$ cat config.mk
export PLATFORM = sky130hd
export DESIGN_NAME = screen_scanner_flat
export DESIGN_NICKNAME = d
export VERILOG_FILES = /design/src/rtl/screen_scanner_if.sv /design/src/rtl/screen_scanner.sv /design/src/flat_wrapper.sv
export SDC_FILE = /design/constraint.sdc
export NUM_CORES = 1
export LEC_CHECK = 0
export BUFFER_PORTS_ARGS = -buffer_cell sky130_fd_sc_hd__buf_2
export CAP_MARGIN = 20
export CORE_MARGIN = 8
export CORE_UTILIZATION = 61
export DETAILED_ROUTE_END_ITERATION = 12
export GPL_TIMING_DRIVEN = 0
export PLACE_DENSITY = 0.84
export SLEW_MARGIN = 20
export SYNTH_ARGS = -nofsm -noshare
export SYNTH_HDL_FRONTEND = slang
export SYNTH_SLANG_ARGS = --single-unit
export TNS_END_PERCENT = 50
$ cat constraint.sdc
create_clock -name clk -period 5.25 [get_ports clk]
set_input_delay 0.2625 -clock clk [delete_from_list [all_inputs] [get_ports clk]]
set_output_delay 0.2625 -clock clk [all_outputs]
set_load 0.1 [all_outputs]
$ cat src/rtl/screen_scanner_if.sv
// Bus between the screen scanner, the screen RAM read port and the display back end.
// The master side is the scanner. The slave side is the RAM plus the display.
interface screen_scanner_if;
    logic [12:0] mem_addr;
    logic [15:0] mem_rdata;
    logic        pix;
    logic        de;
    logic        hsync;
    logic        vsync;
    logic        frame_start;

    modport master (
        output mem_addr, pix, de, hsync, vsync, frame_start,
        input  mem_rdata
    );
    modport slave (
        input  mem_addr, pix, de, hsync, vsync, frame_start,
        output mem_rdata
    );
endinterface

$ cat src/rtl/screen_scanner.sv
// Raster scanner for the 512x256 Hack frame buffer: fetches screen words and emits pixels and sync.
// Define SCREEN_SCANNER_INVERT_EN to invert active pixels (dark-on-light).
module screen_scanner #(
    parameter int H_BLANK = 16,
    parameter int V_BLANK = 4
) (
    input  logic                  clk,
    input  logic                  reset,
    input  logic                  en,
    screen_scanner_if.master      bus
);
    localparam int H_ACTIVE = 512;
    localparam int V_ACTIVE = 256;
    localparam int H_TOTAL  = H_ACTIVE + H_BLANK;
    localparam int V_TOTAL  = V_ACTIVE + V_BLANK;
    localparam int HW       = $clog2(H_TOTAL);
    localparam int VW       = $clog2(V_TOTAL);

    localparam logic [HW-1:0] H_LAST = HW'(H_TOTAL - 1);
    localparam logic [HW-1:0] H_END  = HW'(H_ACTIVE);
    localparam logic [VW-1:0] V_LAST = VW'(V_TOTAL - 1);
    localparam logic [VW-1:0] V_END  = VW'(V_ACTIVE);

`ifdef SCREEN_SCANNER_INVERT_EN
    localparam logic INVERT = 1'b1;
`else
    localparam logic INVERT = 1'b0;
`endif

    logic [HW-1:0] hcnt, hcnt_nxt;
    logic [VW-1:0] vcnt, vcnt_nxt, vcnt_inc;
    logic [14:0]   shreg, shreg_nxt;
    logic [12:0]   addr_nxt;
    logic [4:0]    word_idx;
    logic          h_act, v_act, active, pix_nxt;

    // NOTE: every signal gets a default at the top of the block so no path can infer a latch.
    always_comb begin
        h_act    = hcnt < H_END;
        v_act    = vcnt < V_END;
        active   = h_act && v_act;
        word_idx = hcnt[8:4];

        vcnt_inc = (vcnt == V_LAST) ? '0 : vcnt + 1'b1;
        hcnt_nxt = (hcnt == H_LAST) ? '0 : hcnt + 1'b1;
        vcnt_nxt = (hcnt == H_LAST) ? vcnt_inc : vcnt;

        // First pixel of a group comes straight from the RAM; the rest drain the shift register.
        pix_nxt   = 1'b0;
        shreg_nxt = shreg;
        if (active) begin
            if (hcnt[3:0] == 4'd0) begin
                pix_nxt   = bus.mem_rdata[0] ^ INVERT;
                shreg_nxt = bus.mem_rdata[15:1];
            end else begin
                pix_nxt   = shreg[0] ^ INVERT;
                shreg_nxt = {1'b0, shreg[14:1]};
            end
        end

        // Prefetch mid-group so slow sync-read RAM still has a full cycle before the load.
        addr_nxt = bus.mem_addr;
        if (active && hcnt[3:0] == 4'd8 && word_idx != 5'd31)
            addr_nxt = {vcnt[7:0], word_idx + 5'd1};
        else if (hcnt == H_END)
            addr_nxt = (vcnt_inc < V_END) ? {vcnt_inc[7:0], 5'd0} : '0;
    end

    // NOTE: sequential state uses non-blocking assignments so all registers update from pre-edge values.
    always_ff @(posedge clk) begin
        if (!reset) begin
            hcnt            <= '0;
            vcnt            <= V_END;
            shreg           <= '0;
            bus.mem_addr    <= '0;
            bus.pix         <= 1'b0;
            bus.de          <= 1'b0;
            bus.hsync       <= 1'b0;
            bus.vsync       <= 1'b0;
            bus.frame_start <= 1'b0;
        end else if (en) begin
            hcnt            <= hcnt_nxt;
            vcnt            <= vcnt_nxt;
            shreg           <= shreg_nxt;
            bus.mem_addr    <= addr_nxt;
            bus.pix         <= pix_nxt;
            bus.de          <= active;
            bus.hsync       <= !h_act;
            bus.vsync       <= !v_act;
            bus.frame_start <= (hcnt == '0) && (vcnt == '0);
        end
    end
endmodule

$ cat src/flat_wrapper.sv
// flat-port wrapper written by rule: the top's interface ports become plain ports
module screen_scanner_flat 
#(
    parameter int H_BLANK = 16,
    parameter int V_BLANK = 4
)
  (clk, reset, en, bus_mem_addr, bus_pix, bus_de, bus_hsync, bus_vsync, bus_frame_start, bus_mem_rdata);
  screen_scanner_if bus_i ();
  input  logic clk;
  input  logic reset;
  input  logic en;
  output wire logic [$bits(bus_i.mem_addr)-1:0] bus_mem_addr;
  output wire logic [$bits(bus_i.pix)-1:0] bus_pix;
  output wire logic [$bits(bus_i.de)-1:0] bus_de;
  output wire logic [$bits(bus_i.hsync)-1:0] bus_hsync;
  output wire logic [$bits(bus_i.vsync)-1:0] bus_vsync;
  output wire logic [$bits(bus_i.frame_start)-1:0] bus_frame_start;
  input wire logic [$bits(bus_i.mem_rdata)-1:0] bus_mem_rdata;
  assign bus_mem_addr = bus_i.mem_addr;
  assign bus_pix = bus_i.pix;
  assign bus_de = bus_i.de;
  assign bus_hsync = bus_i.hsync;
  assign bus_vsync = bus_i.vsync;
  assign bus_frame_start = bus_i.frame_start;
  assign bus_i.mem_rdata = bus_mem_rdata;
  screen_scanner #(.H_BLANK(H_BLANK), .V_BLANK(V_BLANK)) u_core (.clk(clk), .reset(reset), .en(en), .bus(bus_i));
endmodule
==> results.sh, run 1 <==
export IMPL_cp_top_family="simple AND/OR/NAND/NOR gates"
export IMPL_drive_above_1_share=0.1933
export IMPL_min_period_ns=2.373
export IMPL_fin_tns_setup_ns=0
export IMPL_peakVddDrop_mv=0.1621
export IMPL_clockRootBuffer="clkbuf_8"
export IMPL_grt_pass1_wl_mm=9.335
export IMPL_grt_usage=0.1756
export IMPL_worstReg2RegStart="u_core.hcnt[4]"
export IMPL_grt_max_degree=16
export IMPL_io_buffers=35
export IMPL_ant_nets=0
export IMPL_clock_sinks=52
export IMPL_start_util=0.6233
export IMPL_reg2regPathDepth=8
export IMPL_ios=37
export IMPL_power_leakage_uw=0.001498
export IMPL_finalSetupViolCount=0
export IMPL_syn_num_nets=309
export IMPL_fin_nets=351
export IMPL_holdBufCountCts=0
export IMPL_syn_avg_cell_area_um2=9.457
export IMPL_finalCritPeriodShare=0.4520
export IMPL_dp_hpwl_mm=4.250
export IMPL_slowest_stage="dfxtp_1"
export IMPL_drtIter0Drc=166
export IMPL_fp_row_count=24
export IMPL_antenna_found_initial=0
export IMPL_yosysMostFrequentCell="dfxtp_1"
export IMPL_clk_pin_slew_ns=0.09
export IMPL_max_freq_ghz=0.4214
export IMPL_min_from="bus_mem_rdata[15]"
export IMPL_slew_limit_headroom=0.6686
export IMPL_die_w_um=82.24
export IMPL_cp_num_cells=8
export IMPL_cts_max_level=2
export IMPL_timing_rr_end="u_core.bus.mem_addr[9]"
export IMPL_cp_common_cell="ha_1"
export IMPL_diodes=0
export IMPL_synth_top_cells_by_area="dfxtp_1 (39%), o211a_1 (7.9%), mux2i_1 (6.7%)"
export IMPL_hold_path_class="in -> reg"
export IMPL_yosys_warnings=0
export IMPL_synth_edff_count=0
export IMPL_syn_area_um2=2676
export IMPL_place_congestion=0.9217
export IMPL_skew_ns=0.004651
export IMPL_totalWireLength_mm=5.618
export IMPL_drc_errors=0
export IMPL_cts_buffers=5
export IMPL_hold_viol=0
export IMPL_r2r_setup_slack_ns=2.88
export IMPL_grt_overflow_total=0
export IMPL_areaGrowthSynthToFinish_pct=12.48
export IMPL_yosys_area_top_type_share=0.3890
export IMPL_core_area_um2=4294
export IMPL_die_area_um2=6763
export IMPL_ctsResizeCount=0
export IMPL_die_h_um=82.24
export IMPL_p_per_area_nw_per_um2=231.3
export IMPL_crit_chain="ha_1 > and3_1 > ha_1 > nor4bb_1 > nand2_1 > o211ai_4 > o221ai_2 > o211a_1"
export IMPL_maxSlewViolCount=0
export IMPL_synth_main_ff_cell="dfxtp_1"
export IMPL_cp_required_ns=5.45
export IMPL_crit_arrival_ns=2.58
export IMPL_outcome="complete, no violations"
export IMPL_async_flop_share=0
export IMPL_cp_max_fo=10
export IMPL_cts_setup_buffers=0
export IMPL_cp_buffers_inverters=0
export IMPL_min_path_cells=3
export IMPL_via_count=2142
export IMPL_clockBufferDepth=2
export IMPL_fin_util=0.7010
export IMPL_synthTopCellsByCount="dfxtp_1 (52), nand2_1 (32), nor2_1 (24), o211a_1 (21), mux2i_1 (18)"
export IMPL_holdPathEnd="u_core.shreg[14]"
export IMPL_crit_type="reg -> reg"
export IMPL_rsz0062_at_grt="no"
export IMPL_worstMarginPinSlew_ns=0.5006
export IMPL_cp_start_kind="flip-flop"
export IMPL_avgViaCountPerCell=5.667
export IMPL_synth_seq_cells=52
export IMPL_crit_start="u_core.hcnt[4]"
export IMPL_grt_pass1_vias=2025
export IMPL_clk_latency_ns=0.31
export IMPL_crit_path_end_kind="flip-flop"
export IMPL_cts_tree="yes"
export IMPL_yosys_area_top_type="dfxtp_1"
export IMPL_yosysSeqAreaShare=0.3890
export IMPL_drv_cap=0
export IMPL_avgRoutedWirePerCell_um=14.86
export IMPL_drt_first_pass_iters=4
export IMPL_syn_instance_count=283
export IMPL_ys_types=45
export IMPL_max_stage_delay_ns=0.38
## layer usage
metal	vias up	routed length [µm]	track usage
met5	-	0	0
met2	52	2687	0.2843
met4	0	63	0.04912
met1	1009	2564	0.2251
li1	1073	-	-
met3	8	303	0.04545
## final cells by class
class,instances,area [µm²]
clock inverter,1,7.507
timing repair buffer,35,175.2
multi-input combinational,203,1506
buffer,18,91.34
clock buffer,7,86.33
tap,52,65.06
inverter,10,37.54
fill,339,1284
sequential,52,1041
## cells by family after synthesis
group,after synthesis,share of synthesized area
AOI/OAI and AO/OA,55,0.1907
muxes,18,0.06732
and+or+nand+nor,103,0.2066
xor gates and xnor gates,20,0.06545
adders and majority gates,7,0.03272
DFF,52,0.3890
buffers and inverters,28,0.04816
## sequential cells by signal, summed over array words and instances, names as in the netlist
name and flops:
u_core.bus.frame_start 1, u_core.bus.mem_addr 13, u_core.bus.vsync 1, u_core.shreg 15, u_core.hcnt 10, u_core.bus.hsync 1
u_core.bus.pix 1, u_core.vcnt 9, u_core.bus.de 1
## power breakdown
part           internal, µW  switching [µW]  total [µW]
combinational          26.4            33.2        59.6
clock                   107             131         238
sequential              396            2.07         398
total                   530             166         696
## placed cells by master, fill, tap and decap left out, drive strengths merged
cell / netlist / routed
o22ai: 2 / 2
buf: 8 / 43
nor4b: 1 / 1
nor3b: 1 / 1
and3: 5 / 5
o2bb2ai: 1 / 1
nand4: 7 / 7
nor3: 1 / 1
o211a: 21 / 21
nor4: 1 / 1
nor2: 24 / 24
a21oi: 1 / 1
nor2b: 6 / 6
o21bai: 1 / 1
nand3: 6 / 6
dfxtp: 52 / 52
nor4bb: 1 / 1
nand2b: 3 / 3
o21ai: 7 / 7
ha: 7 / 7
xnor2: 13 / 13
o211ai: 1 / 1
a31oi: 3 / 3
a2bb2oi: 2 / 2
a32oi: 2 / 2
clkbuf: 10 / 17
inv: 10 / 10
nand2: 32 / 32
xor2: 7 / 7
and2: 10 / 10
and4: 1 / 1
mux2i: 18 / 18
clkinvlp: 0 / 1
o21a: 1 / 1
o221ai: 7 / 7
or2: 1 / 1
or3: 3 / 3
a21boi: 6 / 6
## stage by stage
stage	total power (µW)	setup WS (ns)	hold WS, ns	instance area [µm²]	std cells
detailed placement	467.3	2.914	0.4709	2917	370
CTS	700.3	2.868	0.2232	3010	378
global route	726.2	2.733	0.2374	3010	378
global placement	466.4	2.912	0.4561	2917	370
floorplan	451.4	3.206	0.4209	2676	283
finish	696.3	2.877	0.2271	3010	378
## tightest hold or removal path: stages
cell      delay, ns
buf_2          0.10
nand3_1        0.05
a21boi_0       0.07
## how the worst max path moves through the flow
| stage | endpoint |
|---|---|
| after floorplan | u_core.bus.mem_addr[6] |
| after global placement | u_core.bus.mem_addr[9] |
| after detailed placement | u_core.bus.mem_addr[9] |
| after CTS | u_core.bus.mem_addr[9] |
| after global routing | u_core.bus.mem_addr[8] |
| final | u_core.bus.mem_addr[9] |
Note: power is estimated with default switching activity, not from simulation.
==> run 2, diff against run 1 <==
CORE_UTILIZATION = 51   (was 61)
PLACE_DENSITY = 0.75   (was 0.84)
clock period = 2.1 ns   (was 5.25 ns; I/O delays follow)
==> run 2 against run 1 <==
Against the previous run: count of clock-buffer cells in the layout unchanged; critical endpoint is now u_core.bus.mem_addr[5]; final cell count increased by 5.6%; largest power group unchanged; highest routed layer unchanged; hold slack got worse by 0.17 ns.
==> results.sh, run 2 (same netlist as run 1, synthesis figures left out) <==
export IMPL_antenna_found_initial=0
export IMPL_totalWireLength_mm=5.765
export IMPL_drv_cap=0
export IMPL_clk_pin_slew_ns=0.09
export IMPL_grt_overflow_total=0
export IMPL_cp_max_fo=5
export IMPL_cp_required_ns=2.31
export IMPL_die_h_um=88.44
export IMPL_preCtsSetupSlack_ns=-0.2402
export IMPL_grt_usage=0.1542
export IMPL_power_leakage_uw=0.001543
export IMPL_largest_register_ffs=15
export IMPL_drc_errors=0
export IMPL_min_path_cells=3
export IMPL_areaGrowthSynthToFinish_pct=19.12
export IMPL_p_per_area_nw_per_um2=595.3
export IMPL_layout_common_cells="dfxtp_1 (50), buf_2 (39), nand2_1 (31), o211a_1 (21)"
export IMPL_fin_util=0.6282
export IMPL_final_common_cell="dfxtp_1"
export IMPL_rsz0062_at_grt="yes"
export IMPL_grt_max_degree=16
export IMPL_clk_latency_ns=0.31
export IMPL_cp_start_kind="flip-flop"
export IMPL_setup_slack_ns=0.08762
export IMPL_crit_type="reg -> reg"
export IMPL_outcome="complete, no violations"
export IMPL_worstMarginPinSlew_ns=0.4958
export IMPL_drt_first_pass_iters=4
export IMPL_drive_above_1_share=0.2462
export IMPL_maxSlewViolCount=0
export IMPL_crit_arrival_ns=2.22
export IMPL_max_stage_delay_ns=0.36
export IMPL_skew_ns=0.004161
export IMPL_reg_top3="u_core.shreg (15), u_core.bus.mem_addr (13), u_core.hcnt (10)"
export IMPL_clockRootBuffer="clkbuf_8"
export IMPL_cts_max_level=2
export IMPL_dp_hpwl_mm=4.210
export IMPL_max_freq_ghz=0.4969
export IMPL_slew_limit_headroom=0.6695
export IMPL_ant_nets=0
export IMPL_cp_num_cells=9
export IMPL_reg2regPathDepth=9
export IMPL_io_buffers=35
export IMPL_avgRoutedWirePerCell_um=14.45
export IMPL_core_area_um2=5075
export IMPL_min_period_ns=2.012
export IMPL_hold_viol=0
export IMPL_grt_pass1_vias=2089
export IMPL_cts_buffers=5
export IMPL_clock_sinks=52
export IMPL_die_area_um2=7822
export IMPL_place_congestion=0.8225
export IMPL_diodes=0
export IMPL_cts_tree="yes"
export IMPL_drtIter0Drc=155
export IMPL_ios=37
export IMPL_slowest_stage="dfxtp_4"
export IMPL_fp_row_count=26
export IMPL_via_count=2164
export IMPL_finalCritPeriodShare=0.9583
export IMPL_start_util=0.5274
export IMPL_cp_buffers_inverters=1
export IMPL_hold_path_class="in -> reg"
export IMPL_peakVddDrop_mv=0.4130
export IMPL_fin_nets=354
export IMPL_cp_top_family="simple AND/OR/NAND/NOR gates"
export IMPL_crit_chain="ha_4 > and3_4 > ha_2 > nor4bb_4 > nand2_2 > buf_12 > nand4_1 > o221ai_1 > o211a_1"
export IMPL_regMostFlops="u_core.shreg"
export IMPL_die_w_um=88.44
export IMPL_avgViaCountPerCell=5.424
export IMPL_finalSetupViolCount=0
export IMPL_grt_pass1_wl_mm=9.666
export IMPL_clockBufferDepth=2
export IMPL_holdBufCountCts=0
export IMPL_crit_path_end_kind="flip-flop"
-- run 2: cell count changes in the layout (fill, tap and decap cells not counted), sizes merged --
cell / change
clkbuf: +1
bufinv: +1
clkinvlp: -1
buf: +2
-- run 2: timing repair --
action                                  4_1_cts  5_1_grt
pin swaps                                     2        2
gates cloned                                  0        1
hold endpoints to repair                      0        0
gates resized for setup                       7       13
buffers inserted                              1        1
endpoints found under the setup margin       13       10
-- run 2: layout make-up --
cell class / count / area, µm²
repair buffers: 38 / 227.7
plain buffers: 18 / 91.34
fillers: 443 / 1887
flip-flops and latches: 52 / 1046
clock inverters: 1 / 30.03
multi-input cells: 203 / 1572
clock buffers: 7 / 96.34
inverters: 10 / 37.54
well taps: 70 / 87.58
-- run 2: worst reg2reg max path, stage by stage (launching register included) --
cell	delay, ns
dfxtp_4	0.36
ha_4	0.17
and3_4	0.18
ha_2	0.18
nor4bb_4	0.30
nand2_2	0.18
buf_12	0.18
nand4_1	0.09
o221ai_1	0.13
o211a_1	0.15
-- run 2: final timing paths --
kind / end / slack, ns / start
hold / removal: u_core.shreg[14] / 0.06 / bus_mem_rdata[15]
setup reg to reg: u_core.bus.mem_addr[5] / 0.09 / u_core.hcnt[4]
setup / recovery: u_core.bus.mem_addr[5] / 0.09 / u_core.hcnt[4]
hold reg to reg: u_core.shreg[14] / 0.47 / u_core.shreg[14]
-- run 2: per-layer routing --
layer  track usage  part of all wire  routed length, µm
met2        0.2553              0.45               2609
met4       0.03687            0.0076                 44
met5             0                 0                  0
met3       0.05478             0.063                366
met1        0.1851              0.48               2745
-- run 2: power by group --
part / leakage [µW] / internal (µW) / switching (µW) / total, µW
Sequential: 0.000421 / 989 / 5.26 / 995
Combinational: 0.00106 / 68.1 / 83.1 / 151
Clock: 0.0000645 / 421 / 331 / 752
Total: 0.00154 / 1480 / 420 / 1900
-- run 2: through the flow --
step | instance area [µm²] | cells | total power (µW) | TNS [ns] | hold WS, ns
after floorplan | 2676 | 283 | 1128 | 0 | 0.2634
after global placement | 2939 | 388 | 1167 | -1.640 | 0.3857
after detailed placement | 2939 | 388 | 1170 | -1.752 | 0.3864
after CTS | 3109 | 397 | 1918 | 0 | 0.05371
after global routing | 3188 | 399 | 1958 | -0.0006826 | 0.06838
final | 3188 | 399 | 1898 | 0 | 0.05852
==> run 3, diff against run 2 <==
CORE_MARGIN = 2   (was 8)
CORE_UTILIZATION = 54   (was 51)
CTS_BUF_LIST = sky130_fd_sc_hd__clkbuf_8   (was not set)
PLACE_DENSITY = 0.79   (was 0.75)
==> run 3 against run 2 <==
Against the previous run: worst setup slack got worse by 0.021 ns; final cell count down 1.0%; design area decreased by 2.5%; wire length shrank 1.2%; register-to-register slack lost 0.02 ns; hold slack better by 0.022 ns; combinational power hardly changed; via count shrank 0.18%; maximum frequency fell by 1.0%; critical path type unchanged; critical endpoint is now u_core.bus.mem_addr[11]; highest routed layer unchanged.
==> results.sh, run 3 (same netlist as run 1, synthesis figures left out) <==
export IMPL_drt_first_pass_iters=4
export IMPL_grt_overflow_total=0
export IMPL_core_area_um2=4755
export IMPL_clockBufferDepth=2
export IMPL_io_buffers=35
export IMPL_outcome="complete, no violations"
export IMPL_dp_hpwl_mm=4.078
export IMPL_grt_max_degree=17
export IMPL_worstMarginPinSlew_ns=0.4957
export IMPL_intPower_uw=1328
export IMPL_regMostFlops="u_core.shreg"
export IMPL_totalWireLength_mm=5.696
export IMPL_die_h_um=74.40
export IMPL_finalCritPeriodShare=0.9682
export IMPL_start_util=0.5629
export IMPL_place_congestion=0.8162
export IMPL_crit_chain="ha_4 > and3_4 > ha_4 > nor4bb_4 > nand2_2 > o211ai_4 > o221ai_2 > o211a_1"
export IMPL_maxSlewViolCount=0
export IMPL_cp_required_ns=2.31
export IMPL_finalPower_uw=1760
export IMPL_clk_latency_ns=0.31
export IMPL_clockRootBuffer="clkbuf_8"
export IMPL_fp_row_count=25
export IMPL_cp_start_kind="flip-flop"
export IMPL_hold_worst_slack_ns=0.08054
export IMPL_peakVddDrop_mv=0.4094
export IMPL_ios=37
export IMPL_power_leakage_uw=0.001509
export IMPL_max_stage_delay_ns=0.37
export IMPL_antenna_found_initial=0
export IMPL_slew_limit_headroom=0.6718
export IMPL_grt_pass1_wl_mm=9.487
export IMPL_largest_register_ffs=15
export IMPL_final_common_cell="dfxtp_1"
export IMPL_avgViaCountPerCell=5.468
export IMPL_cts_tree="yes"
export IMPL_diodes=0
export IMPL_clk_pin_slew_ns=0.10
export IMPL_power_frac_comb=0.086
export IMPL_p_sw_frac=0.2455
export IMPL_grt_pass1_vias=2064
export IMPL_die_area_um2=5535
export IMPL_hold_path_class="in -> reg"
export IMPL_fin_nets=353
export IMPL_cts_max_level=2
export IMPL_layout_common_cells="dfxtp_1 (50), buf_2 (39), nand2_1 (32), nor2_1 (24), o211a_1 (21)"
export IMPL_cp_max_fo=7
export IMPL_crit_path_end_kind="flip-flop"
export IMPL_avgRoutedWirePerCell_um=14.42
export IMPL_slowest_stage="dfxtp_4"
export IMPL_finalSetupViolCount=0
export IMPL_skew_ns=0.006211
export IMPL_via_count=2160
export IMPL_p_per_area_nw_per_um2=565.9
export IMPL_cts_buffers=5
export IMPL_grt_usage=0.2222
export IMPL_drtIter0Drc=155
export IMPL_crit_arrival_ns=2.25
export IMPL_power_switching_uw=432.1
export IMPL_min_period_ns=2.033
export IMPL_drive_above_1_share=0.2256
export IMPL_areaGrowthSynthToFinish_pct=16.18
export IMPL_die_w_um=74.40
export IMPL_clock_sinks=52
export IMPL_ant_nets=0
export IMPL_crit_type="reg -> reg"
export IMPL_cp_common_cell="ha_4"
export IMPL_pwr_share_clk=0.348
export IMPL_hold_viol=0
export IMPL_reg_top3="u_core.shreg (15), u_core.bus.mem_addr (13), u_core.hcnt (10)"
export IMPL_drv_cap=0
export IMPL_seqPwrFrac=0.566
export IMPL_max_freq_ghz=0.4918
export IMPL_drc_errors=0
==> run 3: cell type report <==
cell class | count | area [µm²]
sequential | 52 | 1046
buffer | 18 | 91.34
tap | 67 | 83.83
clock inverter | 2 | 13.76
multi-input combinational | 204 | 1572
clock buffer | 6 | 82.58
timing repair buffer | 36 | 182.7
inverter | 10 | 37.54
fill | 390 | 1645
==> run 3: metal layers <==
layer,routed length [µm],GRT usage,vias up
li1,-,-,1086
met1,2635,0.2883,1014
met2,2744,0.3707,56
met3,273,0.05420,4
met4,43,0.05952,0
met5,0,0,-
==> run 3: what timing repair did <==
item / in CTS / in global routing
setup endpoints to repair: 13 / 11
hold buffers: 0 / 0
gates resized for setup: 10 / 5
pin swaps: 5 / 4
gates cloned: 1 / 0
buffers inserted: 1 / 0
==> run 3: critical path, delay by kind of cell (launching register included) <==
family / cells / cell delay, ns
flops: 1 / 0.37
simple gates: 3 / 0.73
compound gates: 3 / 0.50
fa+ha+maj: 2 / 0.33
==> run 3: stage by stage <==
stage / util / setup WS, ns / setup TNS [ns] / instance area, µm² / instances
6_report: 0.6539 / 0.06679 / 0 / 3109 / 395
2_1_floorplan: - / 0.05599 / 0 / 2676 / 283
5_1_grt: 0.6539 / -0.001405 / -0.001405 / 3109 / 395
3_5_place_dp: 0.6174 / -0.2239 / -1.674 / 2935 / 385
4_1_cts: 0.6474 / 0.02165 / 0 / 3078 / 395
3_3_place_gp: 0.6174 / -0.2132 / -1.557 / 2935 / 385
==> run 3: final timing paths <==
check | slack, ns | cells past startpoint | from | to
hold / removal | 0.08 | 3 | bus_mem_rdata[15] | u_core.shreg[14]
setup reg to reg | 0.07 | 8 | u_core.hcnt[4] | u_core.bus.mem_addr[11]
setup / recovery | 0.07 | 8 | u_core.hcnt[4] | u_core.bus.mem_addr[11]
hold reg to reg | 0.49 | 2 | u_core.shreg[14] | u_core.shreg[14]
==> run 3: power groups by stage <==
stage / clock network (µW) / logic (µW) / registers [µW]
3_3_place_gp: 0 / 148 / 1020
6_report: 613 / 152 / 995
5_1_grt: 676 / 164 / 996
4_1_cts: 628 / 152 / 995
2_1_floorplan: 0 / 100 / 1030
3_5_place_dp: 0 / 149 / 1020
